`src/rtl/cs_pkg.sv`:
```
// Shared constants for the CS smoothing core and its output buffer.
package cs_pkg;

   localparam int CS_XW     = 8;           // input sample width
   localparam int CS_YW     = 10;          // smoothed result width
   localparam int CS_WIN    = 9;           // smoothing window length
   localparam int CS_WARMUP = CS_WIN - 1;  // results produced before the window is full

endpackage

```
`src/rtl/cs_sync_fifo.sv`:
```
// Generic show-ahead register-array FIFO.
// The head entry is always visible on dout.
// dout reads 0 while the FIFO is empty.
// Occupancy is tracked in its own counter, so full and empty are never ambiguous.
module cs_sync_fifo #(
   parameter int DW    = 10,
   parameter int DEPTH = 16
) (
   input  logic                       clk,
   input  logic                       rst_n,
   input  logic                       flush,
   input  logic                       push,
   input  logic                       pop,
   input  logic [DW-1:0]              din,
   output logic [DW-1:0]              dout,
   output logic [$clog2(DEPTH):0]     count,
   output logic                       full,
   output logic                       empty
);

   localparam int AW = $clog2(DEPTH);
   localparam int CW = AW + 1;

   logic [DW-1:0] mem [DEPTH];
   logic [AW-1:0] wr_ptr;
   logic [AW-1:0] rd_ptr;
   logic [CW-1:0] count_q;
   logic [CW-1:0] count_nxt;
   logic          full_q;
   logic          empty_q;
   logic          do_push;
   logic          do_pop;

   // A push into a full FIFO is only taken when a pop frees the slot in the same cycle.
   assign do_pop  = pop && !empty_q;
   assign do_push = push && (!full_q || do_pop);

   // Next occupancy; flush wins over any push or pop.
   always_comb begin
      count_nxt = count_q;
      if (flush) begin
         count_nxt = '0;
      end else begin
         case ({do_push, do_pop})
            2'b10:   count_nxt = count_q + CW'(1);
            2'b01:   count_nxt = count_q - CW'(1);
            default: count_nxt = count_q;
         endcase
      end
   end

   // Storage array; it needs no reset because empty_q masks stale contents.
   always_ff @(posedge clk) begin
      if (do_push && !flush) begin
         mem[wr_ptr] <= din;
      end
   end

   // Pointers, occupancy and registered status flags.
   always_ff @(posedge clk or negedge rst_n) begin
      if (!rst_n) begin
         wr_ptr  <= '0;
         rd_ptr  <= '0;
         count_q <= '0;
         full_q  <= 1'b0;
         empty_q <= 1'b1;
      end else begin
         if (flush) begin
            wr_ptr <= '0;
            rd_ptr <= '0;
         end else begin
            if (do_push) wr_ptr <= wr_ptr + AW'(1);
            if (do_pop)  rd_ptr <= rd_ptr + AW'(1);
         end
         count_q <= count_nxt;
         full_q  <= (count_nxt == CW'(DEPTH));
         empty_q <= (count_nxt == '0);
      end
   end

   assign dout  = empty_q ? '0 : mem[rd_ptr];
   assign count = count_q;
   assign full  = full_q;
   assign empty = empty_q;

endmodule

```
`src/rtl/cs_out_buf.sv`:
```
// Output buffer for the CS smoothing core.
// It discards the warm-up results and queues the valid results.
// Queued results drain through a valid/ready port.
// Results that arrive while the queue is full and not draining are counted as drops.
//
// Handshake: a result moves to the consumer on a rising edge where dout_vld
// and dout_rdy are both high. dout_vld never depends on dout_rdy, and
// dout holds its value while dout_vld is high and dout_rdy is low.
module cs_out_buf
   import cs_pkg::*;
#(
   parameter int DW     = CS_YW,
   parameter int DEPTH  = 16,
   parameter int WARMUP = CS_WARMUP
) (
   input  logic                   clk,
   input  logic                   reset,
   input  logic [DW-1:0]          y,
   input  logic                   y_vld,
   input  logic                   flush,
   output logic [DW-1:0]          dout,
   output logic                   dout_vld,
   input  logic                   dout_rdy,
   output logic [$clog2(DEPTH):0] count,
   output logic                   full,
   output logic                   ovf,
   output logic [7:0]             drop_cnt
);

   logic [3:0] warm_cnt;
   logic       run;
   logic       push_req;
   logic       pop;
   logic       drop;
   logic       fifo_empty;
   logic       ovf_q;
   logic [7:0] drop_cnt_q;

   assign run      = (warm_cnt == 4'(WARMUP));
   assign pop      = dout_vld && dout_rdy;
   assign push_req = y_vld && run && !flush;
   assign drop     = push_req && full && !pop;

   // Count incoming results until the smoothing window is full, then hold.
   always_ff @(posedge clk or negedge reset) begin
      if (!reset) begin
         warm_cnt <= '0;
      end else if (flush) begin
         warm_cnt <= '0;
      end else if (y_vld && !run) begin
         warm_cnt <= warm_cnt + 4'd1;
      end
   end

   // Sticky overflow flag and saturating drop counter.
   always_ff @(posedge clk or negedge reset) begin
      if (!reset) begin
         ovf_q      <= 1'b0;
         drop_cnt_q <= '0;
      end else if (flush) begin
         ovf_q      <= 1'b0;
         drop_cnt_q <= '0;
      end else if (drop) begin
         ovf_q <= 1'b1;
         if (drop_cnt_q != 8'hFF) drop_cnt_q <= drop_cnt_q + 8'd1;
      end
   end

   cs_sync_fifo #(
      .DW    (DW),
      .DEPTH (DEPTH)
   ) u_fifo (
      .clk   (clk),
      .rst_n (reset),
      .flush (flush),
      .push  (push_req),
      .pop   (pop),
      .din   (y),
      .dout  (dout),
      .count (count),
      .full  (full),
      .empty (fifo_empty)
   );

   assign dout_vld = !fifo_empty;
   assign ovf      = ovf_q;
   assign drop_cnt = drop_cnt_q;

endmodule

```
`config.mk`:
```
export PLATFORM = sky130hd
export DESIGN_NAME = cs_out_buf
export DESIGN_NICKNAME = d
export VERILOG_FILES = /design/src/rtl/cs_pkg.sv /design/src/rtl/cs_sync_fifo.sv /design/src/rtl/cs_out_buf.sv
export SDC_FILE = /design/constraint.sdc
export NUM_CORES = 1
export LEC_CHECK = 0
export CELL_PAD_IN_SITES_DETAIL_PLACEMENT = 0
export CELL_PAD_IN_SITES_GLOBAL_PLACEMENT = 1
export CORE_UTILIZATION = 52
export DETAILED_ROUTE_END_ITERATION = 10
export PLACE_DENSITY_LB_ADDON = 0.1
export SLEW_MARGIN = 20
export SYNTH_ARGS = -nofsm -noshare
export SYNTH_HDL_FRONTEND = slang
export SYNTH_HIERARCHICAL = 1
export SYNTH_SLANG_ARGS = --single-unit
```
`constraint.sdc`:
```
create_clock -name clk -period 3.9 [get_ports clk]
set_input_delay 0.78 -clock clk [delete_from_list [all_inputs] [get_ports clk]]
set_output_delay 0.78 -clock clk [all_outputs]
set_load 0.03 [all_outputs]
```
; ---- Word-level counts from Yosys, hierarchy flattened
; Memories as Yosys holds them, arrays and structs flattened.
; Index checks and enable logic that the tools add are counted.
; W data, S select, Z words.
[classes]
n_addsub = 6
n_reduce_logical = 22
n_shift = 0
eq_ne = 5
n_mul = 0
div_mod_pow = 0
mux = 16
n_bitwise = 0
n_lt_le_gt_ge = 0
[ops]
columns = operator, n
row1 = $mux W4, 6
row2 = $mux W8, 3
row3 = $add A4 B1 Y4 const B, 3
row4 = $mux W10, 1
row5 = $pmux W5 S2, 1
row6 = $reduce_bool A2 Y1, 5
row7 = $logic_and A1 B1 Y1, 9
row8 = $add A8 B1 Y8 const B, 1
row9 = $ne A8 B8 Y1 const B, 1
row10 = $add A5 B1 Y5 const B, 1
row11 = $eq A5 B5 Y1 const B, 1
row12 = $logic_not A1 Y1, 5
row13 = $logic_not A5 Y1, 1
row14 = $mux W5, 1
row15 = $sub A5 B1 Y5 const B, 1
row16 = $eq A4 B4 Y1 const B, 1
row17 = $mux W1, 4
row18 = $eq A2 B1 Y1 const B, 1
row19 = $eq A2 B2 Y1 const B, 1
row20 = $reduce_and A2 Y1, 1
row21 = $logic_or A1 B1 Y1, 1
[totals]
latchBits = 0
ramBits = 160
output_inout_bits = 26
ff_bits = 28
mem_count = 1
rom_bits = 0
wordCells = 58
inputBits = 15
[mem_list]
columns = name, words, width, rd, rd_ports_with_merged_regs, write_ports, line
row1 = u_fifo.mem, 16, 10, 1, 0, 1, cs_sync_fifo.sv:24  ; logic [DW-1:0] mem [DEPTH];

; ---- Logic depth before layout (Yosys ltp)
[depth]
depth_word = 9
depth_mapped = 15
ltp_nobuf = 14

; ---- Modules after synthesis
; The synthesis kept the hierarchy.
[by_module_without_submodules]
columns = mod, instances, area_each_um2, seq_area_each_um2, cells_each
row1 = cs_sync_fifo, 1, 7048.0, 5181.2, 352
row2 = cs_out_buf, 1, 718.2, 325.3, 72

; ---- Worst setup path after synthesis
; Ideal clock, no wire load.
[synth_timing]
kind = input -> register
startpoint = input port dout_rdy
endpoint = register u_fifo.empty_q, in the netlist u_fifo/empty
required_ns = 3.809
path_stages = 14
setup_slack_ns = 0.624
arrival_time_ns = 3.185
path_buffers = 2
setup_time_ns = 0.091
path_cell_list = nor2b_1 > nor2b_1 > clkbuf_1 > o21a_1 > inv_1 > ha_1 > clkbuf_1 > xor2_1 > ha_1 > a21oi_1 > mux2i_1 > xor2_1 > o21ai_0 > o31ai_1
[synth_between]
elab_chain_len = 8
word_cells_on_any_way = 9
classes_between = eq/ne (2) / mux (2) / reduce/logical (5)
[synth_rtl]
columns = item, line
row1 = "start, declared", cs_out_buf.sv:23  ; input logic dout_rdy,
row2 = $logic_and A1 B1 Y1 (*), cs_out_buf.sv:40  ; assign pop = dout_vld && dout_rdy;
row3 = $logic_and A1 B1 Y1 (*), cs_sync_fifo.sv:35  ; assign do_pop = pop && !empty_q;
row4 = $logic_or A1 B1 Y1, cs_sync_fifo.sv:36  ; assign do_push = push && (!full_q || do_pop);
row5 = $logic_and A1 B1 Y1, cs_sync_fifo.sv:36
row6 = $eq A2 B1 Y1 or $eq A2 B2 Y1 (tied branches), cs_sync_fifo.sv:44  ; case ({do_push, do_pop})
row7 = $pmux W5 S2 (*), cs_sync_fifo.sv:44
row8 = $mux W5 (*), cs_sync_fifo.sv:41  ; if (flush) begin
row9 = $logic_not A5 Y1 (*), cs_sync_fifo.sv:77  ; empty_q <= (count_nxt == '0);
row10 = "end signal, assigned", cs_sync_fifo.sv:77
row11 = "end, declared", cs_sync_fifo.sv:30  ; logic empty_q;
; Every way passes the cells marked *; elsewhere a longest branch is shown, timed or not.
; A chain may end at the register's enable or synchronous reset.

; ---- Worst setup path after layout
[layout_timing]
startpoint = register u_fifo.rd_ptr[0]
endpoint = output port dout[4]
[layout_between]
elab_chain_len = 2
[layout_rtl]
columns = item, line
row1 = "start, declared", cs_sync_fifo.sv:26  ; logic [AW-1:0] rd_ptr;
row2 = "start signal, assigned", cs_sync_fifo.sv:73  ; if (do_pop) rd_ptr <= rd_ptr + AW'(1);
row3 = $mem_v2 Z16 W10, -
row4 = $mux W10, cs_sync_fifo.sv:81  ; assign dout = empty_q ? '0 : mem[rd_ptr];
row5 = "end, declared", cs_out_buf.sv:21  ; output logic [DW-1:0] dout,
; Every way passes these cells.

==> impl_results.md <==
- Status: finished clean
- Layout Skew: 0.00757 ns
- CTS tree: done
- Detail-routed via count per cell: 5.82
- Initial Utilization: 0.534
- Async S/R FF share, synth: 0.149
- Syn. warnings: 6
- Count of nets after finishing: 517
- Antenna Diode Count: 0
- Crit. End Element: output pin
- GRT Resource Usage Total: 0.212
- Largest family of logic cells by synthesized area: multiplexers
- Mapped Cells: 424
- Clk sinks: 188
- Yosys reg bits: 188
- Vias in the first global route: 4186
- Yosys cell types: 41
- Worst Path Arrival: 2.89 ns
- Hold buffers post-CTS: 0
- CP Launch Type: register
- CTS clk-pin slew, worst paths: 0.06 ns
- Worst slew pin tran: 0.789 ns
- Final count of hold timing violations: 0
- Post-Synth XOR/XNOR Area: 0.0158
- CTS Buffer Depth: 2
- Skew-Pair Late Insertion Delay: 0.42 ns
- Seq/Total Area, Yosys: 0.709
- Aggregate negative setup slack: 0 ns
- Share of layout cells above drive strength 1: 0.242
- Hold crit path type: register to register
- Pwr dens: 434 nW/µm²
- Leakage power: 3.06 nW
- WL per Instance: 22.0 µm
- Worst EP required: 3.12 ns
- Global-route wire length before repair: 23.9 mm
- DRT iter0 DRCs: 298
- Global route total overflow: 0
- Compound-Gate Fraction of Synth Area: 0.0206
- Mean Syn Cell Area: 18.3 µm²
- EDFF count, synth: 160
- Placer Congestion: 0.758
- Pin count of the biggest net entering global routing: 35
- Top Ports: 41
- Worst setup path class: register to output pin
- Max FO, Critical Path: 14
- # setup viols final: 0
- Synth Net Count: 450
- Post-synthesis mux area share: 0.154
- Final wirelength: 15.2 mm
- Initial antenna violation count: 0
- Clock root cell: clkbuf_16
- Primary FF master, synth: edfxtp_1
- RSZ-0062 raised after global routing: false
- Number of CTS-inserted buffers: 17
- Hold Worst Slack: 0.541 ns
- Fmax: 272 MHz
- Final Slew Violations: 0
- DRC errors left: 0
- Final min period: 3.67 ns
- Post-CTS Setup Inserts: 0
- Peak VDD IR: 0.278 mV
- # port buffers: 40
- Cell Area, Synth: 7770 µm²
- Final worst-path cycle share: 0.942
- DIE AREA: 15400 µm²
- Final ANT Viol Nets: 0
- PostCTS Resize Cnt: 0
- Die width: 124 µm
- Synth Area in Simple Gates: 0.0630
- Max-cap viol count: 0
- H-tree depth: 4
- 1st-pass router iterations: 4
- Tot Pwr: 0.00398 W
- Post-DP HPWL: 9.33 mm
- Core Rows: 44
- CORE AREA: 14500 µm²
- Adder-cell area share of the yosys netlist: 0.0177
- Slew margin rel.: 0.470
- Synth-to-layout area growth: 17.9%
- Vias: 4006
- Die height: 124 µm
## power by group
group	total (W)	switching, W	leakage (nW)	internal (W)
clock	0.00173	0.000721	0.288	0.00101
sequential	0.00218	0.00000179	1.82	0.00218
combinational	0.0000572	0.0000389	0.949	0.0000184
## final timing paths
path | startpoint | end | slack (ns) | depth (start not counted)
max | u_fifo/rd_ptr[0] | dout[4] | 0.23 | 5
min | drop_cnt[7] | drop_cnt[7] | 0.54 | 1
max reg2reg | u_fifo/empty | u_fifo/full | 0.89 | 12
min reg2reg | drop_cnt[7] | drop_cnt[7] | 0.54 | 1
max in group asynchronous | reset | u_fifo/empty | 2.85 | 2
min in group asynchronous | reset | u_fifo/count[2] | 0.74 | 2
## cells in the mapped netlist (4+ instances only)
cell type,count,area (µm²)
nor2b_1,16,100
xor2_1,10,87.6
dfrtp_1,27,676
nand2_1,19,71.3
xnor2_1,4,35.0
nand3_1,7,35.0
mux4_2,50,1130
buf_4,4,30.0
inv_1,12,45.0
nor2_1,30,113
o31ai_1,4,30.0
ha_1,11,138
o21ai_0,5,25.0
a21oi_1,6,30.0
edfxtp_1,160,4800
mux2i_1,5,50.1
nor3_1,6,30.0
clkbuf_1,13,48.8
## metrics by stage
| step | setup slack [ns] | utilization | cell area (µm²) | instances |
|---|---|---|---|---|
| 6_report | 0.225 | 0.630 | 9160 | 688 |
| 5_1_grt | 0.144 | 0.630 | 9160 | 688 |
| 4_1_cts | 0.181 | 0.630 | 9160 | 688 |
| 3_5_place_dp | 0.342 | 0.589 | 8560 | 656 |
| 3_3_place_gp | 0.406 | 0.589 | 8560 | 656 |
| 2_1_floorplan | 0.624 | - | 7770 | 424 |
## flip-flops by register name, summed over array words and instances (netlist names)
signal / cells
u_fifo/mem: 160
drop_cnt: 8
u_fifo/count: 5
u_fifo/rd_ptr: 4
u_fifo/wr_ptr: 4
warm_cnt: 4
ovf: 1
u_fifo/empty: 1
u_fifo/full: 1
## layer usage
layer | GRT usage | wire length (µm)
met5 | 0 | 0
met2 | 0.339 | 7550
met4 | 0.0957 | 395
met1 | 0.281 | 6260
met3 | 0.0474 | 955
## logic make-up (layout without fill, tap and decap cells)
| group | count (synthesis) | after routing |
|---|---|---|
| AOI/OAI and AO/OA | 24 | 24 |
| xor gates and xnor gates | 14 | 14 |
| adders and majority gates | 11 | 11 |
| buffers and inverters | 34 | 114 |
| DFF | 188 | 188 |
| muxes | 57 | 57 |
| and+or+nand+nor | 96 | 96 |
## cell type report
cell class,instances,area [µm²]
flip-flops and latches,188,5510
fillers,1056,5370
multi-input cells,202,2130
repair buffers,70,651
clock buffers,19,433
well taps,184,230
clock inverters,13,164
inverters,12,45.0
## layout by cell type, fill, tap and decap left out, types with 2 or more instances in the layout
| master | synthesis | final |
|---|---|---|
| edfxtp_1 | 160 | 160 |
| mux4_2 | 50 | 50 |
| clkdlybuf4s50_1 | 0 | 40 |
| nor2_1 | 30 | 30 |
| buf_4 | 4 | 28 |
| dfrtp_1 | 27 | 25 |
| nand2_1 | 19 | 19 |
| clkbuf_16 | 0 | 17 |
| nor2b_1 | 16 | 16 |
| inv_1 | 12 | 12 |
| ha_1 | 11 | 11 |
| xor2_1 | 10 | 10 |
| nand3_1 | 7 | 7 |
| a21oi_1 | 6 | 6 |
| o21ai_0 | 5 | 5 |
| mux2i_1 | 5 | 5 |
| xnor2_1 | 4 | 4 |
| o31ai_1 | 4 | 4 |
| nor3_2 | 0 | 4 |
| nand2b_1 | 3 | 3 |
| nand4_1 | 3 | 3 |
| nor4_1 | 3 | 3 |
| o311ai_0 | 3 | 3 |
| inv_6 | 0 | 3 |
| bufinv_16 | 0 | 3 |
| clkinv_2 | 0 | 3 |
| nor3_1 | 6 | 2 |
| mux2_2 | 2 | 2 |
| clkbuf_1 | 13 | 2 |
| clkinvlp_4 | 0 | 2 |
| clkinv_4 | 0 | 2 |
| nor3b_1 | 2 | 2 |
| buf_12 | 0 | 2 |
| dfrtp_2 | 0 | 2 |
## worst max-delay path, cell delays in order (launching register included)
cell             delay, ns
dfrtp_2               0.39
buf_4                 0.29
mux4_2                0.57
mux4_2                0.49
nor2b_1               0.14
clkdlybuf4s50_1       0.60
Note: power is estimated with default switching activity, not from simulation.
